## config.mk

```make
export PLATFORM = sky130hd
export DESIGN_NAME = demux_rr_dispatcher_flat
export DESIGN_NICKNAME = d
export VERILOG_FILES = /design/src/rtl/demux_rr_dispatcher_if.sv /design/src/rtl/demux_rr_dispatcher.sv /design/src/flat_wrapper.sv
export SDC_FILE = /design/constraint.sdc
export NUM_CORES = 1
export LEC_CHECK = 0
export CAP_MARGIN = 20
export CORE_MARGIN = 1
export CORE_UTILIZATION = 44
export CTS_BUF_LIST = sky130_fd_sc_hd__clkbuf_16
export CTS_CLUSTER_DIAMETER = 150
export CTS_CLUSTER_SIZE = 16
export DETAILED_ROUTE_END_ITERATION = 7
export PLACE_DENSITY = 0.83
export RECOVER_POWER = 25
export SLEW_MARGIN = 10
export SYNTH_ARGS = -nofsm -noshare
export SYNTH_HDL_FRONTEND = slang
export SYNTH_SLANG_ARGS = --single-unit
```

## constraint.sdc

```tcl
create_clock -name clk -period 6.2 [get_ports clk]
set_clock_uncertainty 0.2 [all_clocks]
set_input_delay 1.24 -clock clk [delete_from_list [all_inputs] [get_ports clk]]
set_output_delay 1.24 -clock clk [all_outputs]
set_load 0.005 [all_outputs]
```

## src/rtl/demux_rr_dispatcher_if.sv

```systemverilog
// Bundle of the producer-side and consumer-side handshake signals of the 1-to-4 dispatcher.
// Latency: none, wires only. Backpressure: in_ready mirrors the granted channel's out_ready.
// Ports: slave = dispatcher view, master = producer/consumer/test view.
interface demux_rr_dispatcher_if #(
    parameter int DATA_W = 8
);
    logic              in_valid;
    logic [DATA_W-1:0] in_data;
    logic              in_ready;
    logic [3:0]        chan_en;
    logic [3:0]        out_valid;
    logic [DATA_W-1:0] out_data;
    logic [3:0]        out_ready;
    logic [1:0]        sel;
    logic              busy;
    logic              stall_err;

    modport slave (
        input  in_valid, in_data, chan_en, out_ready,
        output in_ready, out_valid, out_data, sel, busy, stall_err
    );

    modport master (
        output in_valid, in_data, chan_en, out_ready,
        input  in_ready, out_valid, out_data, sel, busy, stall_err
    );
endinterface

```

## src/rtl/demux_rr_dispatcher.sv

```systemverilog
// Round-robin burst dispatcher: one valid/ready input stream to four consumer channels.
// Latency: datapath combinational while granted; one bubble cycle per grant; stall_err one cycle after abandon.
// Backpressure: in_ready = granted channel's out_ready; a watchdog abandons a burst after STALL_MAX stalled cycles.
// Ports: clk, rst (async active-high), bus (slave modport: in_valid/in_data/in_ready, chan_en,
//        out_valid/out_data/out_ready, sel, busy, stall_err).
module demux_rr_dispatcher #(
    parameter int DATA_W    = 8,
    parameter int BURST     = 4,
    parameter int STALL_MAX = 16
) (
    input  logic                   clk,
    input  logic                   rst,
    demux_rr_dispatcher_if.slave   bus
);
    localparam int BCW = (BURST > 1) ? $clog2(BURST) : 1;
    localparam int SCW = (STALL_MAX > 1) ? $clog2(STALL_MAX) : 1;

    typedef enum logic {IDLE, GRANT} state_t;

    state_t         state;
    logic [1:0]     sel_q;
    logic [1:0]     last_sel;
    logic [BCW-1:0] burst_cnt;
    logic [SCW-1:0] stall_cnt;
    logic           busy_q;
    logic           stall_err_q;

    logic [1:0]     pick;
    logic           pick_vld;
    logic [1:0]     idx;
    logic           xfer;
    logic           stall;
    logic           last_beat;
    logic           stall_last;

    // Scan last_sel+1 .. last_sel+4; walking the offsets downward lets the
    // nearest enabled channel overwrite farther ones. Offset 4 wraps to last_sel.
    always_comb begin
        pick     = last_sel;
        pick_vld = 1'b0;
        idx      = 2'd0;
        for (int i = 4; i >= 1; i--) begin
            idx = last_sel + 2'(i);
            if (bus.chan_en[idx]) begin
                pick     = idx;
                pick_vld = 1'b1;
            end
        end
    end

    assign xfer       = (state == GRANT) && bus.in_valid && bus.out_ready[sel_q];
    assign stall      = (state == GRANT) && bus.in_valid && !bus.out_ready[sel_q];
    assign last_beat  = (burst_cnt == BCW'(BURST - 1));
    assign stall_last = (stall_cnt == SCW'(STALL_MAX - 1));

    always_ff @(posedge clk or posedge rst) begin
        if (rst) begin
            state       <= IDLE;
            sel_q       <= 2'd0;
            last_sel    <= 2'd3;
            burst_cnt   <= '0;
            stall_cnt   <= '0;
            busy_q      <= 1'b0;
            stall_err_q <= 1'b0;
        end else begin
            stall_err_q <= 1'b0;
            case (state)
                IDLE: begin
                    if (bus.in_valid && pick_vld) begin
                        sel_q     <= pick;
                        burst_cnt <= '0;
                        stall_cnt <= '0;
                        busy_q    <= 1'b1;
                        state     <= GRANT;
                    end
                end
                GRANT: begin
                    if (xfer) begin
                        burst_cnt <= burst_cnt + BCW'(1);
                    end
                    // Only consecutive stalls count; a transfer or an idle producer restarts the watchdog.
                    if (stall) begin
                        stall_cnt <= stall_cnt + SCW'(1);
                    end else begin
                        stall_cnt <= '0;
                    end
                    if ((xfer && last_beat) ||
                        (!bus.chan_en[sel_q] && !xfer) ||
                        (stall && stall_last)) begin
                        state    <= IDLE;
                        busy_q   <= 1'b0;
                        last_sel <= sel_q;
                        // Disabled-channel exit outranks the watchdog, so no error then.
                        stall_err_q <= stall && stall_last && bus.chan_en[sel_q];
                    end
                end
                default: begin
                    state  <= IDLE;
                    busy_q <= 1'b0;
                end
            endcase
        end
    end

    assign bus.in_ready  = (state == GRANT) && bus.out_ready[sel_q];
    assign bus.out_valid = (state == GRANT) ? (4'(bus.in_valid) << sel_q) : 4'b0000;
    assign bus.out_data  = bus.in_data[DATA_W-1:0];
    assign bus.sel       = sel_q;
    assign bus.busy      = busy_q;
    assign bus.stall_err = stall_err_q;
endmodule
```

## src/flat_wrapper.sv

```systemverilog
// flat-port wrapper written by rule: the top's interface ports become plain ports
module demux_rr_dispatcher_flat 
#(
    parameter int DATA_W    = 8,
    parameter int BURST     = 4,
    parameter int STALL_MAX = 16
)
  (clk, rst, bus_in_valid, bus_in_data, bus_chan_en, bus_out_ready, bus_in_ready, bus_out_valid, bus_out_data, bus_sel, bus_busy, bus_stall_err);
  demux_rr_dispatcher_if #(.DATA_W(DATA_W)) bus_i ();
  input  logic clk;
  input  logic rst;
  input wire logic [$bits(bus_i.in_valid)-1:0] bus_in_valid;
  input wire logic [$bits(bus_i.in_data)-1:0] bus_in_data;
  input wire logic [$bits(bus_i.chan_en)-1:0] bus_chan_en;
  input wire logic [$bits(bus_i.out_ready)-1:0] bus_out_ready;
  output wire logic [$bits(bus_i.in_ready)-1:0] bus_in_ready;
  output wire logic [$bits(bus_i.out_valid)-1:0] bus_out_valid;
  output wire logic [$bits(bus_i.out_data)-1:0] bus_out_data;
  output wire logic [$bits(bus_i.sel)-1:0] bus_sel;
  output wire logic [$bits(bus_i.busy)-1:0] bus_busy;
  output wire logic [$bits(bus_i.stall_err)-1:0] bus_stall_err;
  assign bus_i.in_valid = bus_in_valid;
  assign bus_i.in_data = bus_in_data;
  assign bus_i.chan_en = bus_chan_en;
  assign bus_i.out_ready = bus_out_ready;
  assign bus_in_ready = bus_i.in_ready;
  assign bus_out_valid = bus_i.out_valid;
  assign bus_out_data = bus_i.out_data;
  assign bus_sel = bus_i.sel;
  assign bus_busy = bus_i.busy;
  assign bus_stall_err = bus_i.stall_err;
  demux_rr_dispatcher #(.DATA_W(DATA_W), .BURST(BURST), .STALL_MAX(STALL_MAX)) u_core (.clk(clk), .rst(rst), .bus(bus_i));
endmodule
```

==> results of run 1 <==
## kinds of logic after synthesis
logic type,count (synthesis)
multiplexers,5
AO/OA/AOI/OAI,18
buffers and inverters,16
adder cells (fa/ha/maj),2
flip-flops,13
AND/OR/NAND/NOR,31
## report_power, final
part           internal, mW  switching [mW]  total [mW]
Combinational        0.0946          0.0705       0.165
Sequential            0.121          0.0417       0.162
Clock                0.0850          0.0347       0.120
Total                 0.300           0.147       0.447
## layout make-up
type / instances / area (µm²) / area share
Clock buffer: 3 / 75.1 / 0.0725
Multi-Input combinational cell: 56 / 389 / 0.376
Clock inverter: 1 / 3.75 / 0.00362
Timing Repair Buffer: 19 / 190 / 0.184
Sequential cell: 13 / 328 / 0.316
Tap cell: 25 / 31.3 / 0.0302
Inverter: 5 / 18.8 / 0.0181
## through the flow
step	power [mW]	hold slack, ps	area, µm²	util	worst slack (ps)
after detailed placement	0.328	304	957	0.554	1940
after global placement	0.314	285	957	0.554	1940
final	0.447	305	1040	0.600	1930
after floorplan	0.265	266	816	-	2800
after CTS	0.450	309	1040	0.600	1940
after global routing	0.480	348	1040	0.600	1880
## flip-flops by register name, indices dropped and copies added (netlist names)
name                  count
u_core.state              1
u_core.last_sel           2
u_core.bus.busy           1
u_core.bus.stall_err      1
u_core.stall_cnt          4
u_core.burst_cnt          2
u_core.bus.sel            2
## worst max-delay path, cell delays in order
cell and delay, ps:
clkdlybuf4s50_1 410, mux4_2 530, and2_2 220, clkdlybuf4s50_1 430
## path summary, 6_finish.rpt
path | endpoint | slack, ps | depth (start not counted)
hold / removal | u_core.burst_cnt[0] | 310 | 1
min in group asynchronous | u_core.bus.stall_err | 1270 | 2
hold reg to reg | u_core.burst_cnt[0] | 310 | 1
setup reg to reg | u_core.last_sel[1] | 3960 | 3
setup / recovery | bus_in_ready | 1930 | 4
max in group asynchronous | u_core.last_sel[1] | 4180 | 2
## layer usage
metal / track usage / vias to the layer above / routed length [µm]
met3: 0.0480 / 4 / 110
met5: 0 / - / 0
met2: 0.348 / 33 / 902
li1: - / 316 / -
met4: 0.0848 / 0 / 27
met1: 0.281 / 317 / 725
## placed cells by master (no fill, tap or decap), drive strengths merged
cell,count
and2,2
a221oi,1
nand3,2
dfstp,2
o21ai,9
nand2b,2
o41ai,1
nor3,2
nor3b,3
o21bai,1
or2,1
clkdlybuf4s50,18
a21o,1
a211o,1
a31oi,1
inv,6
and4,1
nand2,5
nand3b,2
mux2,3
clkbuf,3
nor2,7
o22ai,1
ha,2
and3,1
a21oi,2
mux4,2
nor2b,3
dlygate4sd3,1
dfrtp,11
==> results.ini, run 1 <==
[run]
cap_violations = 0

[yosys]
async_flop_share = 1.00
synth_edf_count = 0
synth.distinct_cells = 34
synth_simple_gate_area_frac = 0.209
netlist_top_cells_count = 11 x dfrtp_1, 8 x buf_4, 8 x o21ai_0
synth.net_count = 106
synth.area.top_cells = dfrtp_1 34%, buf_4 7.4%, dfstp_2 6.4%
postSynthCellCount = 85
ys_seq_area_frac = 0.402
synth-xor-area-share = 0
synth_top_flop_cell = dfrtp_1
synth-adder-area-share = 0.0307
ys_seq_elements = 13
synth_top_family_by_area = simple AND/OR/NAND/NOR gates
ys_warn_count = 0
synth.largest_area_cell = dfrtp_1
syn_avg_cell_area_um2 = 9.60
synthMostInstantiatedCell = dfrtp_1
synthMuxAreaShare = 0.0966
synth_compound_area_frac = 0.141
netlist.area_leader.share = 0.337
syn-cell-area_um2 = 816

[final_layout]
fillCellCount = 146
area_growth_pct = 27.0
final_cells = 122
drive_gt1_frac = 0.113
antenna_cells = 0
nets = 119

[drt]
detail_route.wl_per_cell_um = 14.5
drt_iter0_markers = 16
drtPass1Iterations = 4
via_per_inst = 5.49
postRouteAntennaNets = 0
vias = 670
routed_wl_um = 1770
drc = 0

[sta]
tightest_slew_ps = 532
min_period_ps = 4270
hold_viol_final = 0
final_max_slew_viol_count = 0
timing.setup.tns_ps = 0
period_share = 0.688
clock.fmax_ghz = 0.234
maxSlewHeadroom = 0.641
rsz0062_at_grt = false
setup_violations = 0

[die]
num_io_pins = 36
die-area_um2 = 2030
fp-row-count = 15
dieWidth_um = 45.1
core_um2 = 1730
start_util = 0.472
die_h_um = 45.1

[worst_setup_path]
start_kind = primary input
cp-startpoint = bus_out_ready[0]
crit_fanout = 5
crit_arrival_ps = 2830
worstSetupPathType = in2out
crit_path_end_kind = output port
r2r_start = u_core.bus.sel[0]
crit_required_ps = 4760

[cts]
numCtsBuffers = 3
cts_tree = yes
insertion_delay_ps = 240
path_clk_slew_ps = 40
cts.sinks = 13
cts_setup_buffers = 0
root_buffer = clkbuf_16
cts_resized = 0
cts.path.max_buffers = 2
cts.htree.levels = 1
cts.hold.buffers_added = 0

[global_routing]
grt_max_degree = 14
track_usage = 0.216
first_global_vias = 675
grt_overflow = 0
antenna_found_initial = 0
grt_pass1_wl_um = 3100

[placed_design]
dp_hpwl_um = 1280
dp.cells = 118
portBuffers = 19
place.gp.congestion = 0.750

[outcome]
status = completed

[hold_path]
min_path_type = reg2reg
hp-start = u_core.burst_cnt[0]

[power]
leakage_nw = 0.442
peakVddDrop_v = 0.000226
p_per_area_nw_per_um2 = 432

(Power assumes the default switching activity.)
==> run 2: changes to the inputs <==
--- a/config.mk
+++ b/config.mk
@@ -6,13 +6,14 @@
 export NUM_CORES = 1
 export LEC_CHECK = 0
 export CAP_MARGIN = 20
+export CORE_ASPECT_RATIO = 0.6
 export CORE_MARGIN = 1
-export CORE_UTILIZATION = 44
+export CORE_UTILIZATION = 37
 export CTS_BUF_LIST = sky130_fd_sc_hd__clkbuf_16
 export CTS_CLUSTER_DIAMETER = 150
 export CTS_CLUSTER_SIZE = 16
 export DETAILED_ROUTE_END_ITERATION = 7
-export PLACE_DENSITY = 0.83
+export PLACE_DENSITY = 0.74
 export RECOVER_POWER = 25
 export SLEW_MARGIN = 10
 export SYNTH_ARGS = -nofsm -noshare
==> constraint.sdc (replaced) <==
create_clock -name clk -period 3.6 [get_ports clk]
set_clock_uncertainty 0.2 [all_clocks]
set_input_delay 0.72 -clock clk [delete_from_list [all_inputs] [get_ports clk]]
set_output_delay 0.72 -clock clk [all_outputs]
set_load 0.005 [all_outputs]
==> run 2 against run 1 <==
Effect of this change:
- die area rose by 18%
- clock power rose by 73%
- first-iteration DRC count rose by 6.3%
- critical path type unchanged
- critical endpoint unchanged
- largest power group unchanged
==> results.ini, run 2 (synthesis gave the netlist of run 1 again) <==
[hold_path]
min_path_type = reg2reg  ; unchanged

[power]
leakage_nw = 0.440  ; was 0.442 nW
finalPower_mw = 0.759  ; was 0.447 mW
peakVddDrop_v = 0.000398  ; was 0.000226 V
p_per_area_nw_per_um2 = 729  ; was 432 nW/µm²

[drt]
routed_wl_um = 1590  ; was 1770 µm
detail_route.wl_per_cell_um = 12.7  ; was 14.5 µm
vias = 632  ; was 670
drtPass1Iterations = 4  ; unchanged
drt_iter0_markers = 17  ; was 16
drc = 0  ; unchanged
postRouteAntennaNets = 0  ; unchanged
via_per_inst = 5.06  ; was 5.49

[sta]
tightest_slew_ps = 521  ; was 532 ps
min_period_ps = 3220
hold_viol_final = 0  ; unchanged
final_max_slew_viol_count = 0  ; unchanged
maxSlewHeadroom = 0.652  ; was 0.641
clock.fmax_ghz = 0.310
rsz0062_at_grt = false  ; unchanged
period_share = 0.895
setup_violations = 0  ; unchanged
timing.setup.tns_ps = 0  ; unchanged

[die]
num_io_pins = 36  ; unchanged
die_h_um = 38.4  ; was 45.1 µm
die-area_um2 = 2400  ; was 2030 µm²
core_um2 = 1950  ; was 1730 µm²
dieWidth_um = 62.6  ; was 45.1 µm
fp-row-count = 12  ; was 15
start_util = 0.418  ; was 0.472

[worst_setup_path]
crit_path_end_kind = output port  ; unchanged
worstSetupPathType = in2out  ; unchanged
crit_required_ps = 2680  ; was 4760 ps
crit_fanout = 5  ; unchanged
start_kind = primary input  ; unchanged
crit_arrival_ps = 2300  ; was 2830 ps

[global_routing]
gr-usage-met2 = 0.245  ; was 0.348
antenna_found_initial = 0  ; unchanged
use_met3 = 0.0565  ; was 0.0480
grt_overflow = 0  ; unchanged
grt_busiest_layer = met2  ; unchanged
first_global_vias = 571  ; was 675
grt_pass1_wl_um = 2670  ; was 3100 µm
use_met1 = 0.189  ; was 0.281
grt_max_degree = 14  ; unchanged
track_usage = 0.151  ; was 0.216

[placed_design]
place.gp.congestion = 0.810  ; was 0.750
dp_hpwl_um = 1250  ; was 1280 µm
dp.cells = 121  ; was 118
portBuffers = 19  ; unchanged

[outcome]
status = completed  ; unchanged

[cts]
cts_setup_buffers = 0  ; unchanged
path_clk_slew_ps = 40  ; about the same
cts.htree.levels = 1  ; unchanged
insertion_delay_ps = 240  ; about the same
cts.path.max_buffers = 2  ; unchanged
cts.hold.buffers_added = 0  ; unchanged
root_buffer = clkbuf_16  ; unchanged
cts.sinks = 13  ; unchanged
cts_tree = yes  ; unchanged
numCtsBuffers = 3  ; unchanged
cts_resized = 0  ; unchanged

[final_layout]
top_register = u_core.stall_cnt  ; unchanged
antenna_cells = 0  ; unchanged
area_growth_pct = 27.6  ; was 27.0%
final_common_cell = clkdlybuf4s50_1  ; unchanged
nets = 119  ; unchanged
final_cells = 125  ; was 122
layout_common_cells = 18 x clkdlybuf4s50_1, 11 x dfrtp_1, 8 x o21ai_0  ; unchanged
largest_reg_flops = 4  ; unchanged
drive_gt1_frac = 0.124  ; was 0.113

[run]
cap_violations = 0  ; unchanged

[run 2: changes by cell type in the layout (fill, tap and decap cells not counted)]
| cell | delta |
|---|---|
| inv_1 | -1 |
| clkinv_2 | +1 |
[run 2: power by group]
part	switching, mW	leakage [nW]	internal [mW]
logic	0.113	0.237	0.162
registers	0.0678	0.162	0.207
clock network	0.0609	0.0409	0.148
[run 2: final timing paths]
check	startpoint	endpoint	slack, ps	cells after the start
max reg2reg	u_core.bus.sel[0]	u_core.last_sel[1]	1410	3
max	bus_out_ready[2]	bus_in_ready	380	4
max in group asynchronous	rst	u_core.last_sel[0]	2090	2
min reg2reg	u_core.burst_cnt[0]	u_core.burst_cnt[0]	320	1
min in group asynchronous	rst	u_core.bus.busy	750	2
min	u_core.burst_cnt[0]	u_core.burst_cnt[0]	320	1
[run 2: stage by stage]
step           hold slack, ps  setup WS, ps  cell area [µm²]  utilization
2_1_floorplan             266          1240              816            -
3_3_place_gp              282           373              961        0.492
3_5_place_dp              320           375              961        0.492
4_1_cts                   329           375             1040        0.533
5_1_grt                   349           343             1040        0.533
6_report                  318           378             1040        0.533
[run 2: cell type report]
cell class                      instances  area (µm²)
Clock buffer                            3        75.1
Tap cell                               28        35.0
Sequential cell                        13         328
Multi-Input combinational cell         56         389
Fill cell                             187         911
Timing Repair Buffer                   19         190
Clock inverter                          1        5.00
Inverter                                5        18.8
[run 2: routing by layer]
layer  routed length [µm]  share of wire
met5                    0              0
met4                   10         0.0063
met3                   88          0.056
met2                  700           0.44
met1                  784           0.49
[run 2: critical path, stage by stage]
cell             delay, ps
clkdlybuf4s50_1        410
mux4_2                 520
and2_2                 210
clkdlybuf4s50_1        430
==> run 3: changes to the inputs <==
--- a/config.mk
+++ b/config.mk
@@ -6,11 +6,10 @@
 export NUM_CORES = 1
 export LEC_CHECK = 0
 export CAP_MARGIN = 20
-export CORE_ASPECT_RATIO = 0.6
 export CORE_MARGIN = 1
 export CORE_UTILIZATION = 37
 export CTS_BUF_LIST = sky130_fd_sc_hd__clkbuf_16
-export CTS_CLUSTER_DIAMETER = 150
+export CTS_CLUSTER_DIAMETER = 30
 export CTS_CLUSTER_SIZE = 16
 export DETAILED_ROUTE_END_ITERATION = 7
 export PLACE_DENSITY = 0.74
@@ -19,3 +18,4 @@
 export SYNTH_ARGS = -nofsm -noshare
 export SYNTH_HDL_FRONTEND = slang
 export SYNTH_SLANG_ARGS = --single-unit
+export TNS_END_PERCENT = 20
==> run 3 against run 2 <==
Effect of this change:
- via count is 0.16% higher
- critical path depth is the same
- global-route usage rose by 0.064 points
- first-iteration DRC count down 65%
- sequential power is essentially flat
- maximum frequency grew 0.28%
==> results.ini, run 3 (synthesis gave the netlist of run 1 again) <==
[die]
fp-row-count = 16  ; was 12
num_io_pins = 36  ; unchanged
start_util = 0.403  ; was 0.418
core_um2 = 2020  ; was 1950 µm²
die-area_um2 = 2400  ; about the same
dieWidth_um = 49.0  ; was 62.6 µm
die_h_um = 49.0  ; was 38.4 µm

[worst_setup_path]
crit_fanout = 5  ; unchanged
slowest_delay_ps = 520  ; about the same
critPathMostFrequentCell = clkdlybuf4s50_1  ; unchanged
crit_required_ps = 2680  ; about the same
crit_path_end_kind = output port  ; unchanged
worstSetupPathType = in2out  ; unchanged
crit_arrival_ps = 2290  ; was 2300 ps
crit_path_cell_trace = clkdlybuf4s50_1 -> mux4_2 -> and2_2 -> clkdlybuf4s50_1  ; unchanged
start_kind = primary input  ; unchanged
crit_slowest_cell = mux4_2  ; unchanged

[global_routing]
first_global_vias = 621  ; was 571
grt_pass1_wl_um = 2720  ; was 2670 µm
grt_max_degree = 14  ; unchanged
antenna_found_initial = 0  ; unchanged
grt_overflow = 0  ; unchanged
track_usage = 0.151  ; about the same

[run]
cap_violations = 0  ; unchanged

[drt]
via_per_inst = 5.10  ; was 5.06
drtPass1Iterations = 4  ; unchanged
postRouteAntennaNets = 0  ; unchanged
vias = 633  ; was 632
routed_wl_um = 1570  ; was 1590 µm
drt_iter0_markers = 6  ; was 17
detail_route.wl_per_cell_um = 12.7  ; about the same
drc = 0  ; unchanged

[sta]
min_period_ps = 3210  ; was 3220 ps
rsz0062_at_grt = false  ; unchanged
worst_slack_ps = 387  ; was 378 ps
period_share = 0.893  ; was 0.895
timing.setup.tns_ps = 0  ; unchanged
final_max_slew_viol_count = 0  ; unchanged
clock.fmax_ghz = 0.311  ; was 0.310 GHz
setup_violations = 0  ; unchanged
tightest_slew_ps = 511  ; was 521 ps
maxSlewHeadroom = 0.655  ; was 0.652
hold_viol_final = 0  ; unchanged

[cts]
cts.hold.buffers_added = 0  ; unchanged
cts.path.max_buffers = 2  ; unchanged
cts_resized = 0  ; unchanged
numCtsBuffers = 3  ; unchanged
cts_setup_buffers = 0  ; unchanged
cts_tree = yes  ; unchanged
path_clk_slew_ps = 40  ; about the same
cts.htree.levels = 1  ; unchanged
insertion_delay_ps = 240  ; about the same
cts.sinks = 13  ; unchanged
root_buffer = clkbuf_16  ; unchanged

[final_layout]
largest_reg_flops = 4  ; unchanged
finalInstanceArea_um2 = 1040  ; about the same
drive_gt1_frac = 0.113  ; was 0.124
top_register = u_core.stall_cnt  ; unchanged
final_cells = 124  ; was 125
nets = 119  ; unchanged
final_common_cell = clkdlybuf4s50_1  ; unchanged
layout_common_cells = 18 x clkdlybuf4s50_1, 11 x dfrtp_1, 8 x o21ai_0  ; unchanged
area_growth_pct = 27.3  ; was 27.6%
antenna_cells = 0  ; unchanged

[placed_design]
dp.cells = 120  ; was 121
dp_slack_ps = 381  ; was 375 ps
dp_hpwl_um = 1260  ; was 1250 µm
postPlaceCellArea_um2 = 960  ; was 961 µm²
portBuffers = 19  ; unchanged
place.gp.congestion = 0.850  ; was 0.810

[power]
finalPower_mw = 0.755  ; was 0.759 mW
p_per_area_nw_per_um2 = 727  ; was 729 nW/µm²
peakVddDrop_v = 0.000321  ; was 0.000398 V
leakage_nw = 0.442  ; was 0.440 nW

[outcome]
status = completed  ; unchanged

[hold_path]
min_path_type = reg2reg  ; unchanged

-- run 3: cell types whose count changed in the layout (fill, tap and decap cells not counted), sizes merged --
cell    change
inv         +1
clkinv      -1
-- run 3: metrics by stage --
stage                util  hold slack, ps
finish              0.514             306
global route        0.514             320
CTS                 0.514             307
detailed placement  0.475             306
global placement    0.475             287
floorplan               -             266
-- run 3: worst paths after layout --
check	startpoint	end	slack (ps)	cells after the start
worst max-delay path	bus_out_ready[2]	bus_in_ready	390	4
worst min-delay path	u_core.burst_cnt[0]	u_core.burst_cnt[0]	310	1
worst max register to register	u_core.bus.sel[0]	u_core.last_sel[1]	1380	3
worst min register to register	u_core.burst_cnt[0]	u_core.burst_cnt[0]	310	1
max in group asynchronous	rst	u_core.last_sel[0]	2110	2
min in group asynchronous	rst	u_core.bus.busy	740	2
-- run 3: final cells by class --
class	count	area, µm²
well taps	27	33.8
inverters	5	18.8
fillers	178	983
clock buffers	3	75.1
repair buffers	19	190
multi-input cells	56	389
flip-flops and latches	13	328
clock inverters	1	3.75
-- run 3: layer usage --
metal  global-route usage  share of wire  vias to the layer above
li1                     -              -                      318
met4               0.0686          0.011                        0
met2                0.257           0.50                       19
met1                0.178           0.44                      294
met3               0.0405          0.050                        2
met5                    0              0                        -
-- run 3: power breakdown --
group          leakage, nW  switching (mW)  internal (mW)  total (mW)
combinational        0.237           0.112          0.162       0.274
clock               0.0423          0.0573          0.146       0.203
sequential           0.162          0.0701          0.208       0.278
-- run 3: worst max-delay path, delay by kind of cell --
kind | cells | cell delay (ps)
multiplexers | 1 | 520
buffers and inverters | 2 | 830
AND/OR/NAND/NOR | 1 | 210
